--- src/rtl/sap_core_param.sv ---
// sap_core_param: parametrised SAP-class accumulator CPU with program-load port
`timescale 1ns/1ps
module sap_core_param #(
    parameter int DATA_W = 8,
    parameter int ADDR_W = 4
) (
    input  logic              clk,
    input  logic              rst_n,
    input  logic              run,
    input  logic              prog_we,
    input  logic [ADDR_W-1:0] prog_addr,
    input  logic [DATA_W-1:0] prog_data,
    output logic [DATA_W-1:0] out_data,
    output logic              out_valid,
    output logic              halted,
    output logic              flag_c,
    output logic              flag_z,
    output logic [ADDR_W-1:0] pc_dbg
);
    localparam logic [3:0] OP_LDA = 4'h0;
    localparam logic [3:0] OP_ADD = 4'h1;
    localparam logic [3:0] OP_SUB = 4'h2;
    localparam logic [3:0] OP_STA = 4'h3;
    localparam logic [3:0] OP_LDI = 4'h4;
    localparam logic [3:0] OP_JMP = 4'h5;
    localparam logic [3:0] OP_JC  = 4'h6;
    localparam logic [3:0] OP_JZ  = 4'h7;
    localparam logic [3:0] OP_OUT = 4'hE;
    localparam logic [3:0] OP_HLT = 4'hF;

    typedef enum logic [3:0] {IDLE, T0, T1, T2, T3, T4, T5, HALT} state_t;

    state_t            state;
    logic [ADDR_W-1:0] pc, mar, n, wa;
    logic [DATA_W-1:0] ir, a, b, rd, diff, wd;
    logic [DATA_W:0]   sum;
    logic [3:0]        op;
    logic              mem_we;
    logic [DATA_W-1:0] mem [2**ADDR_W];

    assign op     = ir[DATA_W-1 -: 4];
    assign n      = ir[ADDR_W-1:0];
    assign rd     = mem[mar];
    assign sum    = {1'b0, a} + {1'b0, b};
    assign diff   = a - b;
    assign pc_dbg = pc;
    // Loader owns the memory port in IDLE; otherwise only STA at T4 writes, and never under reset.
    assign mem_we = rst_n && ((state == IDLE && prog_we) || (state == T4 && op == OP_STA));
    assign wa     = state == IDLE ? prog_addr : mar;
    assign wd     = state == IDLE ? prog_data : a;

    // Program memory: not reset, single write port shared by loader and STA
    always_ff @(posedge clk) begin
        if (mem_we) mem[wa] <= wd;
    end

    // Control FSM and datapath registers, one T-state per cycle
    always_ff @(posedge clk or negedge rst_n) begin
        if (!rst_n) begin
            state     <= IDLE;
            pc        <= '0;
            mar       <= '0;
            ir        <= '0;
            a         <= '0;
            b         <= '0;
            out_data  <= '0;
            out_valid <= 1'b0;
            halted    <= 1'b0;
            flag_c    <= 1'b0;
            flag_z    <= 1'b0;
        end else begin
            out_valid <= 1'b0;
            case (state)
                IDLE: state <= run ? T0 : IDLE;
                T0: begin
                    mar   <= pc;
                    state <= T1;
                end
                T1: begin
                    pc    <= pc + 1'b1;
                    state <= T2;
                end
                T2: begin
                    ir    <= rd;
                    state <= T3;
                end
                T3: begin
                    state <= op == OP_HLT ? HALT : T4;
                    if (op == OP_HLT) halted <= 1'b1;
                    if (op <= OP_STA) mar <= n;
                    if (op == OP_JMP || (op == OP_JC && flag_c) || (op == OP_JZ && flag_z)) pc <= n;
                end
                T4: begin
                    state <= T5;
                    if (op == OP_LDA) begin
                        a      <= rd;
                        flag_z <= rd == '0;
                    end
                    if (op == OP_ADD || op == OP_SUB) b <= rd;
                    if (op == OP_LDI) begin
                        a      <= DATA_W'(n);
                        flag_z <= n == '0;
                    end
                end
                T5: begin
                    state <= run ? T0 : IDLE;
                    if (op == OP_ADD) begin
                        a      <= sum[DATA_W-1:0];
                        flag_c <= sum[DATA_W];
                        flag_z <= sum[DATA_W-1:0] == '0;
                    end
                    if (op == OP_SUB) begin
                        a      <= diff;
                        flag_c <= a >= b;
                        flag_z <= diff == '0;
                    end
                    if (op == OP_OUT) begin
                        out_data  <= a;
                        out_valid <= 1'b1;
                    end
                end
                default: state <= HALT;
            endcase
        end
    end
endmodule

--- config.mk ---
export PLATFORM = sky130hd
export DESIGN_NAME = sap_core_param
export DESIGN_NICKNAME = d
export VERILOG_FILES = /design/src/rtl/sap_core_param.sv
export SDC_FILE = /design/constraint.sdc
export NUM_CORES = 1
export LEC_CHECK = 0
export CELL_PAD_IN_SITES_DETAIL_PLACEMENT = 1
export CELL_PAD_IN_SITES_GLOBAL_PLACEMENT = 2
export CORE_MARGIN = 4
export CORE_UTILIZATION = 25
export CTS_CLUSTER_SIZE = 8
export DETAILED_ROUTE_END_ITERATION = 6
export HOLD_SLACK_MARGIN = 0.05
export PLACE_DENSITY = 0.56
export SLEW_MARGIN = 20
export SYNTH_ARGS = -nofsm -noshare
export SYNTH_HDL_FRONTEND = slang
export SYNTH_SLANG_ARGS = --single-unit
export TNS_END_PERCENT = 20
--- constraint.sdc ---
create_clock -name clk -period 2.7 [get_ports clk]
set_clock_uncertainty 0.15 [all_clocks]
set_input_delay 0.405 -clock clk [delete_from_list [all_inputs] [get_ports clk]]
set_output_delay 0.405 -clock clk [all_outputs]
set_load 0.05 [all_outputs]
# Yosys cells after proc, flatten, opt, wreduce, memory -nomap -nowiden

Memories as Yosys holds them, arrays and structs flattened.
Cells that the tools add are included.

Register bits after elaboration: 48
Memory bits (writable): 128
Input bits: 16
Output and inout bits: 16
Word-level logic and storage cells: 88
Memories kept: 1

Add/sub/neg operators: 3
$lt $le $gt $ge: 2
Equality and inequality tests: 19
Mux-type cells: 25
Reduce and logical (&&, ||, !) cells: 27

Memories:

| name | words | width | read ports | clocked after memory_dff | wr ports | RTL line | source |
|---|---|---|---|---|---|---|---|
| mem  | 16    | 8     | 1          | 0                        | 1        | 39       | `logic [DATA_W-1:0] mem [2**ADDR_W];` |

Operators with widths:

| cell                  | count |
|---|---|
| $mux W8               | 5 |
| $eq A4 B3 Y1 const B  | 7 |
| $logic_not A8 Y1      | 3 |
| $pmux W3 S6           | 1 |
| $eq A4 B2 Y1 const B  | 4 |
| $pmux W4 S2           | 2 |
| $pmux W8 S2           | 1 |
| $logic_not A4 Y1      | 3 |
| $mux W4               | 3 |
| $reduce_and A2 Y1     | 6 |
| $mux W1               | 11 |
| $add A8 B8 Y9         | 1 |
| $eq A4 B1 Y1 const B  | 2 |
| $eq A4 B4 Y1 const B  | 2 |
| $ge A8 B8 Y1          | 1 |
| $reduce_bool A2 Y1    | 4 |
| $sub A8 B8 Y8         | 1 |
| $logic_and A1 B1 Y1   | 5 |
| $add A4 B1 Y4 const B | 1 |
| $le A4 B2 Y1 const B  | 1 |
| $logic_or A1 B1 Y1    | 4 |
| $ne A2 B2 Y1 const B  | 2 |
| $ne A3 B1 Y1 const B  | 1 |
| $ne A3 B3 Y1 const B  | 1 |
| other kinds (4)       | 4 |

# Logic depth before layout (Yosys ltp)

Word-level depth: 6
Mapped depth: 11
Gate-level depth less buffers: 11

# Worst setup path after synthesis

OpenSTA, ideal clock, no wires.

Path kind: flip-flop to flip-flop
From: register a[0]
To: register flag_z
Library setup time: 82 ps
Arrival: 2,690 ps
Data required time: 2,468 ps
Path slack: -222 ps
Stages on the path, launching flop included: 12
Buffers on the path: 0
Period minus slack after synthesis: 2,922 ps
Cells stage by stage: dfrtp_1 -> inv_1 -> ha_1 -> inv_1 -> fa_1 -> a211oi_2 -> o21bai_1 -> a21oi_2 -> xnor2_1 -> or4_1 -> or4_1 -> a31oi_1

Cells in the longest elaborated chain, start to end: 5
Elaborated cells between the ends (all ways): 7
Classes of those cells: 2 x add/sub; 3 x mux; 2 x reduce/logical

RTL lines:

| element                | RTL line | source |
|---|---|---|
| from (decl)            | 35       | `logic [DATA_W-1:0] ir, a, b, rd, diff, wd;` |
| from (signal assigned) | 96       | `a <= rd;` |
| from (signal assigned) | 101      | `a <= DATA_W'(n);` |
| from (signal assigned) | 108      | `a <= sum[DATA_W-1:0];` |
| $add A8 B8 Y9          | 44       | `assign sum = {1'b0, a} + {1'b0, b};` |
| $logic_not A8 Y1       | 110      | `flag_z <= sum[DATA_W-1:0] == '0;` |
| $mux W1                | 107      | `if (op == OP_ADD) begin` |
| $mux W1 *              | 112      | `if (op == OP_SUB) begin` |
| $pmux W1 S2 *          | 73       | `case (state)` |
| to (signal assigned)   | 70       | `flag_z <= 1'b0;` |
| to (signal assigned)   | 110      |  |
| to (signal assigned)   | 115      | `flag_z <= diff == '0;` |
| to (decl)              | 17       | `output logic flag_z,` |

Every way passes the cells marked *; elsewhere a longest branch is shown, timed or not. The select of a mux whose other input is x is not followed.
A chain may end at the register's enable or synchronous reset.

# Worst setup path in the final report

Ends and elaborated chain as after synthesis.

==> results.md <==
* Status: complete, but fails checks
* Failing checks: negative setup slack
* Via density per instance at 4.607
* Worst hold start: halted
* Vias in the first global route at between 5000 and 6000
* Async SR Flop Fraction at between 20% and 30%
* Area post-placement at 9404 um2
* Net count, final at roughly 720
* # setup viols final at 2
* DR DRC count at 0
* Detailed-route via count at about 5200
* Max-cap violations at 0
* Port Buffers at 31
* Final instance area at around 10000 um2
* Met3 routed WL at around 430 um
* Worst slew pin tran at 0.7620 ns
* Power density over the cells at ~1300 nW/um2
* Synth area leaders: edfxtp_1 (47%), dfrtp_1 (15%), mux4_2 (8.9%), nand2_1 (2.6%), ha_1 (2.6%)
* Largest net degree at the start of global routing at between 40 and 50
* HPWL after DPL at ~16 mm
* Max IR drop VDD at ~0.55 mV
* RD Place Congestion at between 0.8 and 0.9
* Antenna-violating nets left at 0
* Seq/Total Area, Yosys at 61.95%
* Drt wl/cell at roughly 20 um
* Initial antenna violation count at 0
* Min cycle time layout at roughly 2.8 ns
* Post-synth EDFFs at ~130
* H-tree depth at 4
* Synth cell types at 60
* Final period util at 104.5%
* Final worst setup slack at -0.1211 ns
* CP arrival at just over 3 ns
* LEAKAGE at 3.672 nW
* Full die area at about 35000 um2
* Clock Pin Slew Worst Setup and Hold Paths at 0.07 ns
* Die X at approximately 190 um
* Initial Util at 25.48%
* Reg2Reg Setup Slack at -0.12 ns
* Crit-path cells: inv_2, ha_4, inv_2, fa_2, a211oi_2, o21bai_2, a21oi_2, xnor2_2, or4_1, or4_1, a31oi_1
* Most common cell in the netlist: edfxtp_1
* Required time of the critical path at 2.90 ns
* GRT overflow at 0
* Setup crit end kind: flop
* Clock tree buffer depth at 2
* Total wire length at between 20 and 25 mm
* Final setup TNS at -0.2085 ns
* CTS Root Cell: clkbuf_16
* # fillers at between 3000 and 4000
* Post-synth top area cell: edfxtp_1
* Core ar. at between 30000 and 40000 um2
* Met2 WL at about 12 mm
* Relative slew slack at between 40% and 50%
* Critical path class: reg -> reg
* Total iterations of the first detailed-routing run at 5
* TritonCTS buffer count at 17
* Critical-path maximum fanout at 3
* Met1 Wirelength at between 10 and 15 mm
* Worst r2r src: a[0]
* Seq cells post-synth at 175
* R2r endpoint: flag_z
* Count of clock tree sinks at between 150 and 200
* N_diodes at 0
* FMAX at 354.5 MHz
* Top-area cell type share of the netlist area at approximately 47%
* DR top layer: met4
* Endpoints failing hold at 0
* Worst-Skew Late Latency at 0.44 ns
* Share of cells above drive strength 1 at between 20% and 30%
* Die Ht at about 190 um
* R2R depth at 11
* Hold Path Sink: halted
* Prevailing post-synth register cell: edfxtp_1
* Post-synth top cells: edfxtp_1 (128), nand2_1 (57), dfrtp_1 (47)
* Post-synthesis net count at 628
* Hold Crit Class: reg -> reg
* Global-route wire length before repair at approximately 35 mm
* Startpoint Class: flop
* RSZ-0062 raised after global routing: yes
* Slowest-stage cell, CP: or4_1
* TritonCTS clock tree: built
* Standard-cell rows at 65
* Largest stage delay, worst path at 0.41 ns
* Final Max Slew Viols at 0
* 1st-iter DRT viols at 296
* WHS Path Cells at 1
* Synth Cell Area at 8103 um2
* Number of I/O pins at 32
* CP bufs+invs at 2
* Synth Instances at about 590
* GRT Resource Usage Total at roughly an eighth
* Ys Warns at 0
* Syn avg cell area at 13.66 um2
* Area grow syn2layout at 24.68%
* Cell family with most CP delay: simple AND/OR/NAND/NOR gates
-- cell type report --
type | count | area, um2 | area share, %
flip-flops and latches | 175 | 5021 | 49.70
clock inverters | 15 | 211.5 | 2.093
well taps | 435 | 544.3 | 5.388
clock buffers | 17 | 425.4 | 4.211
inverters | 19 | 71.32 | 0.7060
multi-input cells | 365 | 2883 | 28.54
repair buffers | 111 | 945.9 | 9.363
-- repair_timing --
action	in CTS	in global routing
resized for setup	1	4
setup endpoints to repair	1	5
hold buffers	1	0
setup buffers	4	0
hold endpoints to repair	47	0
pin swaps	6	0
-- power by group --
part           internal (W)  switching (W)
logic               0.00261        0.00345
registers           0.00361       0.000392
clock network       0.00130        0.00130
total               0.00752        0.00514
-- cell usage in the layout, fill, tap and decap left out, types with 6 or more instances in the layout --
master           netlist  routed
edfxtp_1             128     128
nand2_1               57      57
and2_1                 6       6
a21oi_1               29      29
nand3_1                7       7
xnor2_1                8       7
nand2b_1               7       7
a31oi_1                7       7
a221oi_1               6       6
inv_1                 19      17
mux2_2                15      15
clkbuf_16              0      17
a22o_1                 8       8
o211ai_1               6       6
nor2b_1                8       8
ha_1                  17      15
mux4_2                32      32
clkdlybuf4s50_1        0      30
buf_4                  4      76
nor3b_1                7       7
o21ai_0               32      31
nor3_1                 8       7
nor2_1                46      46
dfrtp_1               47      46
-- through the flow --
step	utilization, %	hold slack [ns]	instances	setup slack (ns)	total power [W]
after floorplan	-	-0.04059	593	0.03794	0.007642
after global placement	29.57	0.3243	1100	-0.02324	0.009892
after detailed placement	29.57	0.3290	1100	-0.1547	0.01002
after CTS	31.73	0.3458	1137	-0.1119	0.01280
after global routing	31.77	0.3501	1137	-0.2728	0.01352
final	31.77	0.3366	1137	-0.1211	0.01266
-- kinds of logic after synthesis --
group | share of synthesized area, %
XOR/XNOR | 1.297
multiplexers | 11.35
AND/OR/NAND/NOR | 10.02
AO/OA/AOI/OAI | 9.281
adder cells (fa/ha/maj) | 3.119
flip-flops | 61.95
buffers and inverters | 2.980
-- sequential cells by signal, summed over array words and instances, names as in the netlist, 2 cells and up, named ones only --
name	count
b	8
out_data	8
ir	8
mar	4
mem	128
state	2
a	8
pc_dbg	4
-- layer usage --
layer	vias to the layer above	GRT usage [%]
met5	-	0
met4	0	3.416
met3	14	1.806
met2	48	23.06
met1	2745	16.84
li1	2431	-
-- how the worst max path moves through the flow --
stage,from,end,depth (start not counted)
after global placement,a[0],flag_z,11
final,a[0],flag_z,11
after CTS,a[0],flag_z,11
after detailed placement,a[0],flag_z,11
after global routing,a[0],flag_z,11
after floorplan,a[0],flag_z,11
No activity file was read; power rests on OpenSTA's default activity.
==> RTL edit 1 (same flow settings) <==
Reset style: synchronous (`rst_n`), changed in one clocked block.
--- a/src/rtl/sap_core_param.sv
+++ b/src/rtl/sap_core_param.sv
@@ -56,5 +56,5 @@
 
     // Control FSM and datapath registers, one T-state per cycle
-    always_ff @(posedge clk or negedge rst_n) begin
+    always_ff @(posedge clk) begin
         if (!rst_n) begin
             state     <= IDLE;
Check against the original RTL: differs if rst_n is asserted again (counterexample within 4 cycles, from zero or initial values and one cycle with rst_n low); with rst_n held inactive, the same outputs for 10 cycles.
==> RTL edit 1 against the original RTL <==
  * Worst setup slack better by 0.24 ns
  * Critical path depth is 3 lower
  * Wire length is 6.6% higher
  * Cell area is 0.93% lower
  * Via count is 7.0% higher
  * Global-route usage is 0.54 points higher
  * Sequential cell count is 4 higher
  * Worst hold slack better by 0.0027 ns
  * Synthesized area is 1.6% higher
  * Sequential share of layout area is 1.1 points lower
  * Die area is 1.5% higher
  * Critical path type unchanged
Power is not compared: it rests on default switching activity, and its combinational part moved more than twofold at a synthesized area within 25%.
==> RTL edit 1: results (changes against the original RTL) <==
Hold path
  – HP Class: reg2reg (unchanged)

Yosys
  – Post-synth EDFFs: 128 (unchanged)
  – Synth Instances: 659 (was 593)
  – Most frequent cells after synthesis: edfxtp_1 (128), nor2_1 (78), nand2_1 (59) (was edfxtp_1 (128), nand2_1 (57), dfrtp_1 (47))
  – Primary FF master, synth: edfxtp_1 (unchanged)
  – Count of cell types in the netlist: 59 (was 60)
  – Sequential fraction of the synthesis area: 59.12% (was 61.95%)
  – Async set or reset register ratio after synthesis: 0% (was 26.86%)
  – Synthesized Nets: 694 (was 628)
  – Syn. warnings: 0 (unchanged)
  – Synth area leaders: edfxtp_1 (47%), dfxtp_1 (12%), mux4_2 (8.8%) (was edfxtp_1 (47%), dfrtp_1 (15%), mux4_2 (8.9%))

Placed design
  – Gpl congestion: 0.8705 (was 0.8138)
  – Placed inst area: 9387 um2 (was 9404 um2)
  – Placed cells: 1156 (was 1100)
  – Placement Setup Slack: 0.1046 ns (was -0.1547 ns)
  – Dpl hpwl: 17660 um (was 16400 um)

STA
  – Worst-Margin Slew: 0.7121 ns (was 0.7620 ns)
  – Final setup viols: 0 (was 2)

Global route
  – Vias in the first global route: 5968 (was 5800)
  – Largest net degree at the start of global routing: 44 (was 48)
  – GRT Overall Usage: 13.58% (was 13.05%)
  – First-pass GRT wire length: 36980 um (was 35260 um)

Worst setup path
  – Worst Path Arrival: 2.78 ns (was 3.02 ns)
  – Crit-path max FO: 20 (was 3)

Cells and area
  – Most flops, register: mem (unchanged)
  – Nets: 768 (was 724)
  – Layout cell share with drive strength beyond 1: 18.23% (was 24.79%)
  – Max FFs per register: 128 (unchanged)

Clock tree
  – Setup Buffers After CTS: 0 (was 4)
  – Root Buffer: clkbuf_16 (unchanged)
  – Clock latency on the worst-skew pair: around 0.43 ns
  – Clk slew on worst S/H paths: 0.07 ns (about the same)
  – Gates resized, CTS repair: 0 (was 1)

Drt
  – Wire length per cell: 20.24 um (was 19.85 um)
  – DR iter-0 viols: 286 (was 296)
  – Routed via count: 5605 (was 5238)
  – Vias/cell: 4.718 (was 4.607)
  – DRT Pass-1 Iters: 4 (was 5)

Pwr
  – Peak supply drop: about 450 uV

Outcome
  – Status: finished clean (was complete, but fails checks)
RTL edit 1: path summary, 6_finish.rpt:
check	start	to	slack [ns]	cells past startpoint
min reg2reg	halted$_SDFFE_PN0P_	halted$_SDFFE_PN0P_	0.34	2
max	flip-flop	flag_z$_SDFFE_PN0P_	0.12	8
max reg2reg	flip-flop	flag_z$_SDFFE_PN0P_	0.12	8
min	halted$_SDFFE_PN0P_	halted$_SDFFE_PN0P_	0.34	2
RTL edit 1: logic make-up (layout without fill, tap and decap cells):
| family | Yosys count | count (layout) | share of synthesized area, % |
|---|---|---|---|
| AOI/OAI and AO/OA | 132 | 132 | 10.37 |
| xor gates and xnor gates | 9 | 9 | 0.9578 |
| adders and majority gates | 19 | 19 | 3.071 |
| buffers and inverters | 52 | 139 | 2.722 |
| DFF | 179 | 179 | 59.12 |
| muxes | 57 | 57 | 11.83 |
| and+or+nand+nor | 211 | 211 | 11.94 |
RTL edit 1: per-stage QoR:
step | hold WS, ns | utilization (%)
after floorplan | 0.3160 | -
after global placement | 0.3181 | 28.85
after detailed placement | 0.3288 | 28.85
after CTS | 0.3481 | 30.67
after global routing | 0.3694 | 30.76
final | 0.3392 | 30.76
RTL edit 1: cell type report:
cell class	count	area (um2)
Inverter	21	78.83
Sequential cell	179	4867
Clock buffer	17	425.4
Fill cell	3544	22530
Timing Repair Buffer	86	748.2
Tap cell	442	553.0
Clock inverter	15	166.4
Multi-Input combinational cell	428	3169
RTL edit 1: report_power, final:
part	switching, W	internal (W)	total [W]	leakage (nW)
Clock	0.00118	0.00132	0.00250	0.290
Sequential	0.0000514	0.00303	0.00308	1.58
Combinational	0.000476	0.000324	0.000799	1.46
Total	0.00171	0.00467	0.00639	3.34
RTL edit 1: layer usage:
layer	GRT usage, %	vias to the layer above	routed length (um)	part of all wire (%)
li1	-	2622	-	-
met1	17.56	2907	11040	46
met2	23.94	65	12170	51
met3	2.471	11	643	2.7
met4	2.782	0	191	0.79
met5	0	-	0	0
RTL edit 1: critical path: stages, from the launching register on:
cell and delay [ns]:
dfxtp_2 0.36, buf_12 0.20, mux4_2 0.53, a22oi_1 0.22, buf_4 0.17, nand2_1 0.08, nor3_1 0.35, nand3_1 0.23
a211oi_2 0.21
==> RTL edit 2 (config.mk and constraints unchanged) <==
Made on the original files. Set the parameter `ADDR_W` to 6 (it was 4).
--- a/src/rtl/sap_core_param.sv
+++ b/src/rtl/sap_core_param.sv
@@ -3,5 +3,5 @@
 module sap_core_param #(
     parameter int DATA_W = 8,
-    parameter int ADDR_W = 4
+    parameter int ADDR_W = 6
 ) (
     input  logic              clk,
Interface: changed (resized pc_dbg and prog_addr); port bits go from 32 to 36. The function was not compared with the original's and may differ.
==> RTL edit 2 against the original RTL <==
  * The flow still finishes with violations (setup timing)
  * Die area increased to 2.8 times the old value
  * Sequential share of layout area grew 4.0 points
  * Cell area grew to 3.1 times the old value
  * Worst setup slack worse by 0.49 ns
  * Power rose to 2.9 times the old value
  * Wire length rose to 3.2 times the old value
  * Synthesized area grew to 2.9 times the old value
  * Sequential cell count increased by 388
  * Worst hold slack got worse by 0.043 ns
  * Critical endpoint unchanged
  * Highest routed layer unchanged
==> RTL edit 2: results (changes against the original RTL) <==
Yosys
  – Async set or reset register ratio after synthesis: 9.059% (was 26.86%)
  – Most frequent cells after synthesis: edfxtp_1 (512), mux4_2 (126), nor2_1 (112) (was edfxtp_1 (128), nand2_1 (57), dfrtp_1 (47))
  – Synth area leaders: edfxtp_1 (66%), mux4_2 (12%), dfrtp_1 (5.5%) (was edfxtp_1 (47%), dfrtp_1 (15%), mux4_2 (8.9%))
  – Sequential fraction of the synthesis area: 71.18% (was 61.95%)
  – Count of cell types in the netlist: 71 (was 60)
  – Post-synth EDFFs: 512 (was 128)
  – Synthesized Nets: 1365 (was 628)
  – Synth Instances: 1328 (was 593)

Worst setup path
  – Largest stage delay on the critical path: 0.51 ns (was 0.41 ns)
  – CP Launch Point: mar[0]$_DFFE_PN0P_ (was a[0]$_DFFE_PN0P_)
  – Crit-path max FO: 13 (was 3)
  – Worst Path Arrival: 3.67 ns (was 3.02 ns)

Clock tree
  – CTS H-Tree Depth: 3 (was 4)
  – Max Root-Sink Buffers: 3 (was 2)
  – TritonCTS Buffers: 81 (was 17)
  – Clock latency on the worst-skew pair: 0.63 ns (was 0.44 ns)
  – Gates resized, CTS repair: 38 (was 1)
  – Hold Buf Count CTS: 3 (was 1)

STA
  – Final setup viols: 23 (was 2)
  – Worst slew margin: 55.88% (was 48.86%)
  – Post-layout worst setup margin: -0.6089 ns (was -0.1211 ns)

Drt
  – Wire length per cell: 24.76 um (was 19.85 um)
  – Vias/cell: 4.629 (was 4.607)
  – DR iter-0 viols: 870 (was 296)

Placed design
  – Dpl hpwl: 49390 um (was 16400 um)
  – Placed cells: 2799 (was 1100)
  – Placed inst area: 28180 um2 (was 9404 um2)
  – Gpl congestion: 0.7726 (was 0.8138)
  – Placement Setup Slack: -0.8108 ns (was -0.1547 ns)
  – PortBufs: 35 (was 31)

Global route
  – First-pass GRT wire length: 105100 um (was 35260 um)
  – Initial antenna violation count: 2 (was 0)
  – Largest net degree at the start of global routing: 65 (was 48)
  – Vias in the first global route: 14.59k (was 5800)
  – GRT Overall Usage: 14.69% (was 13.05%)

Cells and area
  – Max FFs per register: 512 (was 128)
  – Nets: 1697 (was 724)
  – Register area: 16660 um2 (was 5021 um2)
  – Fillers: 9423 (was 3407)
  – Layout cell share with drive strength beyond 1: 39.29% (was 24.79%)

Outcome
  – Status: complete, but fails checks (unchanged)
  – Failing checks: setup timing (unchanged)

Pwr
  – Clock power share: 25.1% (was 20.6%)
  – P_leak: 10.48 nW (was 3.672 nW)
  – Sw frac: 35.66% (was 40.61%)
  – Power per cell area: 1187 nW/um2 (was 1254 nW/um2)
  – Comb. pwr: 0.0158 W (was 0.00606 W)

Hold path
  – Worst Hold End: state[0]$_DFF_PN0_ (was halted$_DFFE_PN0P_)
  – WHS Path Cells: 3 (was 1)
  – Min-delay src: run (was halted$_DFFE_PN0P_)
==> RTL edit 2: cell types whose count changed after synthesis, sizes merged, moves of 9 or more <==
cell / change
edfxtp: +384
mux4: +94
nor2: +66
nand2: +36
mux2i: +29
buf: +23
clkbuf: +15
mux2: +15
a22oi: +10
nand3b: +9
==> RTL edit 2: cells by family (layout without fill, tap and decap cells) <==
family                   Yosys count  after routing  synth area share [%]
AO/OA/AOI/OAI                    161            161                 4.718
XOR/XNOR                          16             16                0.5990
adder cells (fa/ha/maj)           19             19                 1.080
buffers and inverters             89            441                 1.824
flip-flops                       563            563                 71.18
multiplexers                     188            188                 14.94
other                              0              1                     0
AND/OR/NAND/NOR                  292            292                 5.654
==> RTL edit 2: stage by stage <==
stage | hold WS (ns) | TNS, ns
6_report | 0.2940 | -5.674
4_1_cts | 0.2465 | -6.471
3_3_place_gp | 0.1724 | -12.31
5_1_grt | 0.3091 | -11.51
3_5_place_dp | 0.1709 | -16.93
2_1_floorplan | -0.04059 | -39.62
==> RTL edit 2: layer usage <==
metal	wire length (um)	vias to the layer above	track usage [%]	share of wire (%)
li1	-	5937	-	-
met1	33010	7240	20.28	46
met2	35090	279	24.21	48
met3	3196	80	2.617	4.4
met4	1113	0	3.335	1.5
met5	0	-	0	0
==> RTL edit 2: final cells by class <==
type	instances	share of cell area (%)
flip-flops and latches	563	53.67
multi-input cells	676	21.91
repair buffers	321	11.91
clock buffers	94	6.756
well taps	1243	5.010
clock inverters	9	0.5159
inverters	17	0.2177
diodes	1	0.008062
==> RTL edit 2: worst min-delay path: cells and delay by family <==
kind	cells	cell delay (ns)
AOI/OAI and AO/OA	2	0.20
buffers and inverters	1	0.41
